File: src/rtl/led_driver_pkg.sv
// Shared types for the LED debug output path: LED vector width, the
// brightness word, the driver state encoding and the all-off pin pattern.
package led_driver_pkg;

    localparam int led_w        = 6;
    localparam int PWM_BITS_DEF = 4;

    typedef logic [led_w-1:0]        led_t;
    typedef logic [PWM_BITS_DEF-1:0] pwm_t;

    typedef enum logic [0:0] {
        LAMP_TEST = 1'b0,
        RUN       = 1'b1
    } state_t;

    // Pin pattern that leaves every LED dark for the given polarity.
    function automatic led_t off_pattern(input bit active_low);
        return active_low ? {led_w{1'b1}} : {led_w{1'b0}};
    endfunction

endpackage

File: src/rtl/led_driver_if.sv
// Bundle between the data-memory LED register and the LED driver.
// The master side supplies the pattern and dimming; the slave side is the
// driver, which returns the refresh pulse and the physical pin levels.
interface led_driver_if
    import led_driver_pkg::*;
#(
    parameter int PWM_BITS = PWM_BITS_DEF
) ();

    led_t                led_in;
    logic [PWM_BITS-1:0] brightness;
    logic                hold;
    logic                refresh_tick;
    led_t                leds;

    modport master (
        output led_in, brightness, hold,
        input  refresh_tick, leds
    );

    modport slave (
        input  led_in, brightness, hold,
        output refresh_tick, leds
    );

endinterface

File: src/rtl/led_driver_tick_divider.sv
// Periodic tick generator: a registered one-cycle pulse every DIV cycles,
// the first one DIV cycles after reset release. Reusable for other
// periodic debug logic.
module tick_divider #(
    parameter int DIV = 10
) (
    input  logic clk,
    input  logic rst,
    output logic tick
);

    localparam int CW = (DIV > 2) ? $clog2(DIV) : 1;

    logic [CW-1:0] div_cnt_r;
    logic          tick_r;

    // Down-counter that reloads at zero and flags the reload one cycle later.
    always_ff @(posedge clk or posedge rst) begin
        if (rst) begin
            div_cnt_r <= CW'(DIV - 1);
            tick_r    <= 1'b0;
        end else if (div_cnt_r == CW'(0)) begin
            div_cnt_r <= CW'(DIV - 1);
            tick_r    <= 1'b1;
        end else begin
            div_cnt_r <= div_cnt_r - CW'(1);
            tick_r    <= 1'b0;
        end
    end

    assign tick = tick_r;

endmodule

File: src/rtl/led_driver.sv
// LED driver: samples the logical LED pattern once per refresh period into
// a shadow register, runs a power-on lamp test, applies PWM dimming and
// drives the pins with the configured polarity.
// Optional build macro LED_DRIVER_CHANGE_FLASH_EN: bits that changed at the
// last snapshot are shown at full duty for one refresh period.
module led_driver
    import led_driver_pkg::*;
#(
    parameter int CLK_HZ              = 27_000_000,
    parameter int REFRESH_HZ          = 2,
    parameter int PWM_BITS            = 4,
    parameter int LAMP_TEST_REFRESHES = 2,
    parameter int ACTIVE_LOW          = 1
) (
    input  logic         clk,
    input  logic         rst,
    led_driver_if.slave  bus
);

    localparam int   DIV     = CLK_HZ / REFRESH_HZ;
    localparam int   LW      = (LAMP_TEST_REFRESHES > 2) ? $clog2(LAMP_TEST_REFRESHES) : 1;
    localparam led_t OFF_PAT = off_pattern(ACTIVE_LOW != 0);

    logic                tick_s;
    state_t              state_r, state_s;
    logic [LW-1:0]       lamp_cnt_r;
    logic                snap_s;
    logic                hold_clr_s;
    logic                lamp_dec_s;
    led_t                shadow_r;
    logic [PWM_BITS-1:0] bright_r;
    logic [PWM_BITS-1:0] pwm_cnt_r;
    logic                duty_on_s;
    led_t                flash_s;
    led_t                lit_s;
    led_t                leds_r;

    tick_divider #(.DIV(DIV)) u_tick (
        .clk  (clk),
        .rst  (rst),
        .tick (tick_s)
    );

    // Free-running PWM phase counter, wraps all-ones to zero.
    always_ff @(posedge clk or posedge rst) begin
        if (rst) begin
            pwm_cnt_r <= '0;
        end else begin
            pwm_cnt_r <= pwm_cnt_r + PWM_BITS'(1);
        end
    end

    // State register.
    always_ff @(posedge clk or posedge rst) begin
        if (rst) begin
            state_r <= LAMP_TEST;
        end else begin
            state_r <= state_s;
        end
    end

    // Next state and per-tick actions: lamp countdown, snapshot or hold.
    always_comb begin
        state_s    = state_r;
        snap_s     = 1'b0;
        hold_clr_s = 1'b0;
        lamp_dec_s = 1'b0;
        case (state_r)
            LAMP_TEST: begin
                if (tick_s) begin
                    if (lamp_cnt_r == LW'(0)) begin
                        state_s = RUN;
                        snap_s  = 1'b1;
                    end else begin
                        lamp_dec_s = 1'b1;
                    end
                end else begin
                    state_s = LAMP_TEST;
                end
            end
            RUN: begin
                if (tick_s) begin
                    if (bus.hold) begin
                        hold_clr_s = 1'b1;
                    end else begin
                        snap_s = 1'b1;
                    end
                end else begin
                    state_s = RUN;
                end
            end
            default: begin
                state_s = LAMP_TEST;
            end
        endcase
    end

    // Lamp-test period counter.
    always_ff @(posedge clk or posedge rst) begin
        if (rst) begin
            lamp_cnt_r <= LW'(LAMP_TEST_REFRESHES - 1);
        end else if (lamp_dec_s) begin
            lamp_cnt_r <= lamp_cnt_r - LW'(1);
        end else begin
            lamp_cnt_r <= lamp_cnt_r;
        end
    end

    // Shadow pattern and brightness captured on a snapshot tick.
    always_ff @(posedge clk or posedge rst) begin
        if (rst) begin
            shadow_r <= '0;
            bright_r <= '1;
        end else if (snap_s) begin
            shadow_r <= bus.led_in;
            bright_r <= bus.brightness;
        end else begin
            shadow_r <= shadow_r;
            bright_r <= bright_r;
        end
    end

`ifdef LED_DRIVER_CHANGE_FLASH_EN
    led_t changed_r;

    // Bits that differ between the new and old shadow; a hold tick clears them.
    always_ff @(posedge clk or posedge rst) begin
        if (rst) begin
            changed_r <= '0;
        end else if (snap_s) begin
            changed_r <= bus.led_in ^ shadow_r;
        end else if (hold_clr_s) begin
            changed_r <= '0;
        end else begin
            changed_r <= changed_r;
        end
    end

    assign flash_s = changed_r;
`else
    assign flash_s = '0;
`endif

    // Lit decision: full pattern during lamp test, dimmed shadow afterwards.
    always_comb begin
        duty_on_s = (bright_r == {PWM_BITS{1'b1}}) || (pwm_cnt_r < bright_r);
        lit_s     = '1;
        if (state_r == RUN) begin
            lit_s = shadow_r & ({led_w{duty_on_s}} | flash_s);
        end else begin
            lit_s = '1;
        end
    end

    // Registered pin levels with polarity applied.
    always_ff @(posedge clk or posedge rst) begin
        if (rst) begin
            leds_r <= OFF_PAT;
        end else begin
            leds_r <= lit_s ^ OFF_PAT;
        end
    end

    assign bus.leds         = leds_r;
    assign bus.refresh_tick = tick_s;

endmodule

File: src/flat_wrapper.sv
// flat-port wrapper written by rule: the top's interface ports become plain ports
module led_driver_flat import led_driver_pkg::*;
#(
    parameter int CLK_HZ              = 27_000_000,
    parameter int REFRESH_HZ          = 2,
    parameter int PWM_BITS            = 4,
    parameter int LAMP_TEST_REFRESHES = 2,
    parameter int ACTIVE_LOW          = 1
)
  (clk, rst, bus_led_in, bus_brightness, bus_hold, bus_refresh_tick, bus_leds);
  led_driver_if #(.PWM_BITS(PWM_BITS)) bus_i ();
  input  logic clk;
  input  logic rst;
  input wire logic [$bits(bus_i.led_in)-1:0] bus_led_in;
  input wire logic [$bits(bus_i.brightness)-1:0] bus_brightness;
  input wire logic [$bits(bus_i.hold)-1:0] bus_hold;
  output wire logic [$bits(bus_i.refresh_tick)-1:0] bus_refresh_tick;
  output wire logic [$bits(bus_i.leds)-1:0] bus_leds;
  assign bus_i.led_in = bus_led_in;
  assign bus_i.brightness = bus_brightness;
  assign bus_i.hold = bus_hold;
  assign bus_refresh_tick = bus_i.refresh_tick;
  assign bus_leds = bus_i.leds;
  led_driver #(.CLK_HZ(CLK_HZ), .REFRESH_HZ(REFRESH_HZ), .PWM_BITS(PWM_BITS), .LAMP_TEST_REFRESHES(LAMP_TEST_REFRESHES), .ACTIVE_LOW(ACTIVE_LOW)) u_core (.clk(clk), .rst(rst), .bus(bus_i));
endmodule
File: config.mk
export PLATFORM = sky130hd
export DESIGN_NAME = led_driver_flat
export DESIGN_NICKNAME = d
export VERILOG_FILES = /design/src/rtl/led_driver_pkg.sv /design/src/rtl/led_driver_if.sv /design/src/rtl/led_driver_tick_divider.sv /design/src/rtl/led_driver.sv /design/src/flat_wrapper.sv
export SDC_FILE = /design/constraint.sdc
export NUM_CORES = 1
export LEC_CHECK = 0
export ABC_AREA = 1
export ABC_CLOCK_PERIOD_IN_PS = 1700
export CAP_MARGIN = 0
export CORE_ASPECT_RATIO = 0.6
export CORE_UTILIZATION = 50
export DETAILED_ROUTE_END_ITERATION = 12
export PLACE_DENSITY_LB_ADDON = 0.1
export SLEW_MARGIN = 20
export SYNTH_ARGS = -nofsm -noshare
export SYNTH_HDL_FRONTEND = slang
export SYNTH_SLANG_ARGS = --single-unit
File: constraint.sdc
create_clock -name clk -period 1.7 [get_ports clk]
set_input_delay 0.255 -clock clk [delete_from_list [all_inputs] [get_ports clk]]
set_output_delay 0.255 -clock clk [all_outputs]
set_load 0.1 [all_outputs]
# Yosys cells after proc, flatten, opt, wreduce, memory -nomap -nowiden
# Index checks and enable logic that the tools add are counted.
[op_classes]
add_sub_neg = 3
order_cmp = 1
n_eq_ne = 1
muxes = 12
bitwise = 3
reduce_logical = 2
[ops]
columns = ["cell", "n"]
rows = [
  ["logical NOT 24 bit", 1],
  ["two-way mux 24 bit", 1],
  ["subtractor 24 x 1 -> 24 bit, second input constant", 1],
  ["two-way mux 1 bit", 8],
  ["bitwise AND 6 bit", 1],
  ["two-way mux 6 bit", 1],
  ["inverter 6 bit", 1],
  ["adder 4 x 1 -> 4 bit, second input constant", 1],
  ["equality test 4 bit, second input constant", 1],
  ["< comparator 4 bit", 1],
  ["case mux 1 bit (2 select lines)", 2],
  ["logical OR 1 bit", 1],
  ["inverter 1 bit", 1],
  ["subtractor 1 bit, second input constant", 1],
]
[totals]
regBits = 47
inputBits = 13
elab_cells = 30

# Longest topological paths before layout
[depth]
ltp_word = 5
depth_mapped = 8
depth_no_buf = 8

# By module
# From an unflattened synthesis, not the netlist that was laid out.
[unflattened]
cells_unflattened = 287
hier_area_um2 = 2459.9
[by_module_without_submodules]
columns = ["mod", "instances", "cells_each", "area_per_inst_um2", "seq_area_each_um2"]
rows = [
  ["tick_divider", 1, 200, 1564.0, 648.1],
  ["led_driver", 1, 87, 895.9, 564.3],
]

# Least setup slack after synthesis
# OpenSTA, ideal clock, no wires.
[synth_timing]
path_kind = "flip-flop to flip-flop"
start = "reg u_core.u_tick.tick_r, in the netlist u_core.u_tick.tick"
end = "reg u_core.shadow_r[0]"
setup_ps = 130
arrival_time_ps = 1591
required_time_ps = 1570
setup_slack_ps = -21
stages_incl_launch_ff = 5
n_path_buf = 1
synth_period_minus_slack_ps = 1721
path_cell_list = "dfrtp_1 > nand2_1 > o21ai_0 > clkbuf_1 > o21ai_0"
[synth_between]
elab_chain_len = 2
[synth_rtl]
columns = ["element", "line_no", "text"]
rows = [
  ["from (decl)", "led_driver_tick_divider.sv:15", "logic tick_r;"],
  ["from (signal assigned)", "led_driver_tick_divider.sv:21", "tick_r <= 1'b0;"],
  ["from (signal assigned)", "led_driver_tick_divider.sv:24", "tick_r <= 1'b1;"],
  ["from (signal assigned)", "led_driver_tick_divider.sv:27", "tick_r <= 1'b0;"],
  ["two-way mux 1 bit, on equally long branches", "led_driver.sv:82, led_driver.sv:70", ""],
  ["case mux 1 bit (2 select lines) (*)", "led_driver.sv:68", "case (state_r)"],
  ["to (signal assigned)", "led_driver.sv:115", "shadow_r <= bus.led_in;"],
  ["to (signal assigned)", "led_driver.sv:118", "shadow_r <= shadow_r;"],
  ["to (decl)", "led_driver.sv:30", "led_t shadow_r;"],
]
# Mark *: on every way between the ends. The rest lies on a longest branch, timed or not.
# A chain may end at the register's enable or synchronous reset.

# Final worst setup path
[layout_timing]
start = "reg u_core.u_tick.div_cnt_r[0]"
end = "reg u_core.u_tick.div_cnt_r[18]"
[layout_between]
elab_chain_len = 2
[layout_rtl]
columns = ["element", "line_no", "text"]
rows = [
  ["from (decl)", "led_driver_tick_divider.sv:14", "logic [CW-1:0] div_cnt_r;"],
  ["from (signal assigned)", "led_driver_tick_divider.sv:20", "div_cnt_r <= CW'(DIV - 1);"],
  ["from (signal assigned)", "led_driver_tick_divider.sv:23", "div_cnt_r <= CW'(DIV - 1);"],
  ["from (signal assigned)", "led_driver_tick_divider.sv:26", "div_cnt_r <= div_cnt_r - CW'(1);"],
  ["subtractor 24 x 1 -> 24 bit or logical NOT 24 bit (tied branches)", "led_driver_tick_divider.sv:26, led_driver_tick_divider.sv:22", ""],
  ["two-way mux 24 bit (*)", "led_driver_tick_divider.sv:22", "end else if (div_cnt_r == CW'(0)) begin"],
]
# Marked as above.

==> flow_summary.yaml <==
timing:
  fin_setup_tns_ns: 0
  fin_skew_ns: 0.00866
  setup_viol: 0
  rsz0062_at_grt: "no"
  fin_crit_sh_pct: 89.4
  max_slew_margin_pct: 79.1
  finalCriticalPeriod_ns: 1.52
  slew_violations: 0
  fmax_mhz: 658
  whs_ns: 0.301
  hold_violations: 0
  tightestPinTransition_ns: 0.312
synth:
  synth-edff-count: 0
  yosysSeqAreaShare_pct: 51.1
  yosysTopAreaCell: "dfstp_2"
  async_flop_share_pct: 100
  yosysUniqueCellTypes: 23
  synth.most_common_cell: "nand2_1"
  syn_inst: 292
  yosys_register_bits: 47
  postSynthAreaPerCell_um2: 8.13
  synth_top_area_share_pct: 32.1
  netlist_area_um2: 2370
  synth_commonest_cells: "nand2_1 (69), nor2_1 (42), inv_1 (41)"
  synth_nets: 311
  ys.flop_type: "dfstp_2"
  ys_warn_count: 0
  synthTopCellsByArea: "dfstp_2 (32%), dfrtp_1 (19%), nand2_1 (11%), nor2_1 (6.6%), inv_1 (6.5%)"
final_layout:
  finalInstanceArea_um2: 2870
  num_antenna_cells: 0
  utilization_pct: 66.5
  n_fill_cell: 388
  regArea_um2: 1210
  area_delta_synth_final_pct: 21.1
  multi_input_area_um2: 985
  drive_gt1_share_pct: 20.0
  fin_nets: 338
die:
  pin_count: 20
  die_area_um2: 5040
  core-area_um2: 4320
  dieWidth_um: 91.0
  initial_core_util_pct: 54.9
  rows: 18
  die_y_um: 55.4
placed_design:
  place_area_um2: 2740
  gp_congestion: 0.952
  port_buffers: 19
  hpwl_mm: 3.74
job:
  maxCapViolations: 0
power_and_ir_drop:
  peakVddDrop_v: 0.000535
  p_total_mw: 2.30
  p_leak_nw: 1.35
  p_per_area_nw_per_um2: 800
clocking:
  ctsHoldBuffers: 0
  postCtsSetupBuffers: 0
  root_buffer: "clkbuf_8"
  cts_buffers: 5
  cts.repair.resized: 0
  cts.clk_slew.worst_paths_ns: 0.09
  cts_tree: "built"
  cts_buffer_depth: 2
  clk_latency_ns: 0.30
  cts_num_sinks: 47
  cts.htree.levels: 2
global_route:
  grt_pass1_vias: 1806
  grt_pass1_wl_mm: 8.65
  grt_usage_pct: 21.9
  antenna_found_initial: 0
  grt_max_degree: 48
  grt_overflow: 0
drt:
  drc: 0
  drt_wl_total_mm: 5.02
  drtPass1Iterations: 4
  ant_nets: 0
  vias: 1929
  via_per_inst: 5.08
  drt_iter0_markers: 164
  wl_per_cell_um: 13.2
worst_setup_path:
  worst_setup_path_start_kind: "flop"
  crit_path_end_kind: "flop"
  path_class: "reg2reg"
  crit_fanout: 4
  timing.critical_path.from: "u_core.u_tick.div_cnt_r[0]$_DFF_PP1_"
  required_ns: 1.93
  r2r_start: "u_core.u_tick.div_cnt_r[0]$_DFF_PP1_"
  arrival_ns: 1.75
status:
  status: "finished clean"
hold_path:
  min_path_type: "in2async"
## final cells by class
class	count	area share, %
Tap cell	60	2.61
Multi-Input combinational cell	199	34.3
Clock inverter	2	2.09
Clock buffer	6	2.53
Timing Repair Buffer	24	10.8
Inverter	42	5.49
Sequential cell	47	42.2
## worst max-delay path, stage by stage, from the launching register on
cell and delay [ns]:
dfstp_2 0.37, inv_1 0.09, ha_1 0.27, nand2_4 0.10
nor2_1 0.23, nand2_1 0.13, o21ai_0 0.17, nand3_1 0.08
## flip-flops by register name, summed over array words and instances (netlist names)
signal,cells
u_core.u_tick.div_cnt_r,24
u_core.state_r,1
u_core.u_tick.tick,1
u_core.pwm_cnt_r,4
u_core.shadow_r,6
u_core.bright_r,4
u_core.lamp_cnt_r,1
u_core.bus.leds,6
## through the flow
step	std cells	setup WS, ns
after global routing	380	0.0416
after detailed placement	372	0.212
final	380	0.180
after CTS	380	0.193
after floorplan	292	0.271
after global placement	372	0.247
## per-layer routing
layer | wire, um | GRT usage (%) | vias up | part of all wire (%)
li1 | - | - | 961 | -
met1 | 2640 | 34.3 | 907 | 52
met4 | 24 | 5.22 | 0 | 0.48
met5 | 0 | 0 | - | 0
met2 | 2010 | 29.7 | 57 | 40
met3 | 346 | 5.92 | 4 | 6.9
## kinds of logic (layout without fill, tap and decap cells)
group,after synthesis,in the layout,share of synthesized area (%)
simple gates,162,162,30.8
flops,47,47,51.1
buf+inv,46,74,7.43
compound gates,25,25,5.27
fa+ha+maj,6,6,3.16
xor+xnor,6,6,2.21
## path summary, 6_finish.rpt
kind | depth (start not counted) | slack [ns] | to
min in group clk | 1 | 0.41 | u_core.bus.leds[2]$_DFF_PP1_
worst max-delay path | 7 | 0.18 | u_core.u_tick.div_cnt_r[18]$_DFF_PP1_
worst min register to register | 1 | 0.41 | u_core.bus.leds[2]$_DFF_PP1_
worst max register to register | 7 | 0.18 | u_core.u_tick.div_cnt_r[18]$_DFF_PP1_
max in group asynchronous | 3 | 1.11 | u_core.bus.leds[5]$_DFF_PP1_
worst min-delay path | 3 | 0.30 | u_core.pwm_cnt_r[0]$_DFF_PP0_
## cells in the final DEF, fill, tap and decap left out, drive strengths merged, types with 5 or more instances in the layout
| master | count |
|---|---|
| a21oi | 10 |
| buf | 12 |
| clkbuf | 6 |
| clkdlybuf4s50 | 12 |
| dfrtp | 18 |
| dfstp | 29 |
| ha | 6 |
| inv | 42 |
| nand2 | 75 |
| nand3 | 24 |
| nand4 | 6 |
| nor2 | 49 |
| o21ai | 15 |
| or2 | 5 |
| xor2 | 5 |
## power breakdown
group	internal (mW)	total, mW	switching, mW
clock	0.588	0.952	0.364
combinational	0.0736	0.182	0.108
sequential	1.15	1.16	0.0132
total	1.81	2.30	0.486
No activity file was read; power rests on OpenSTA's default activity.
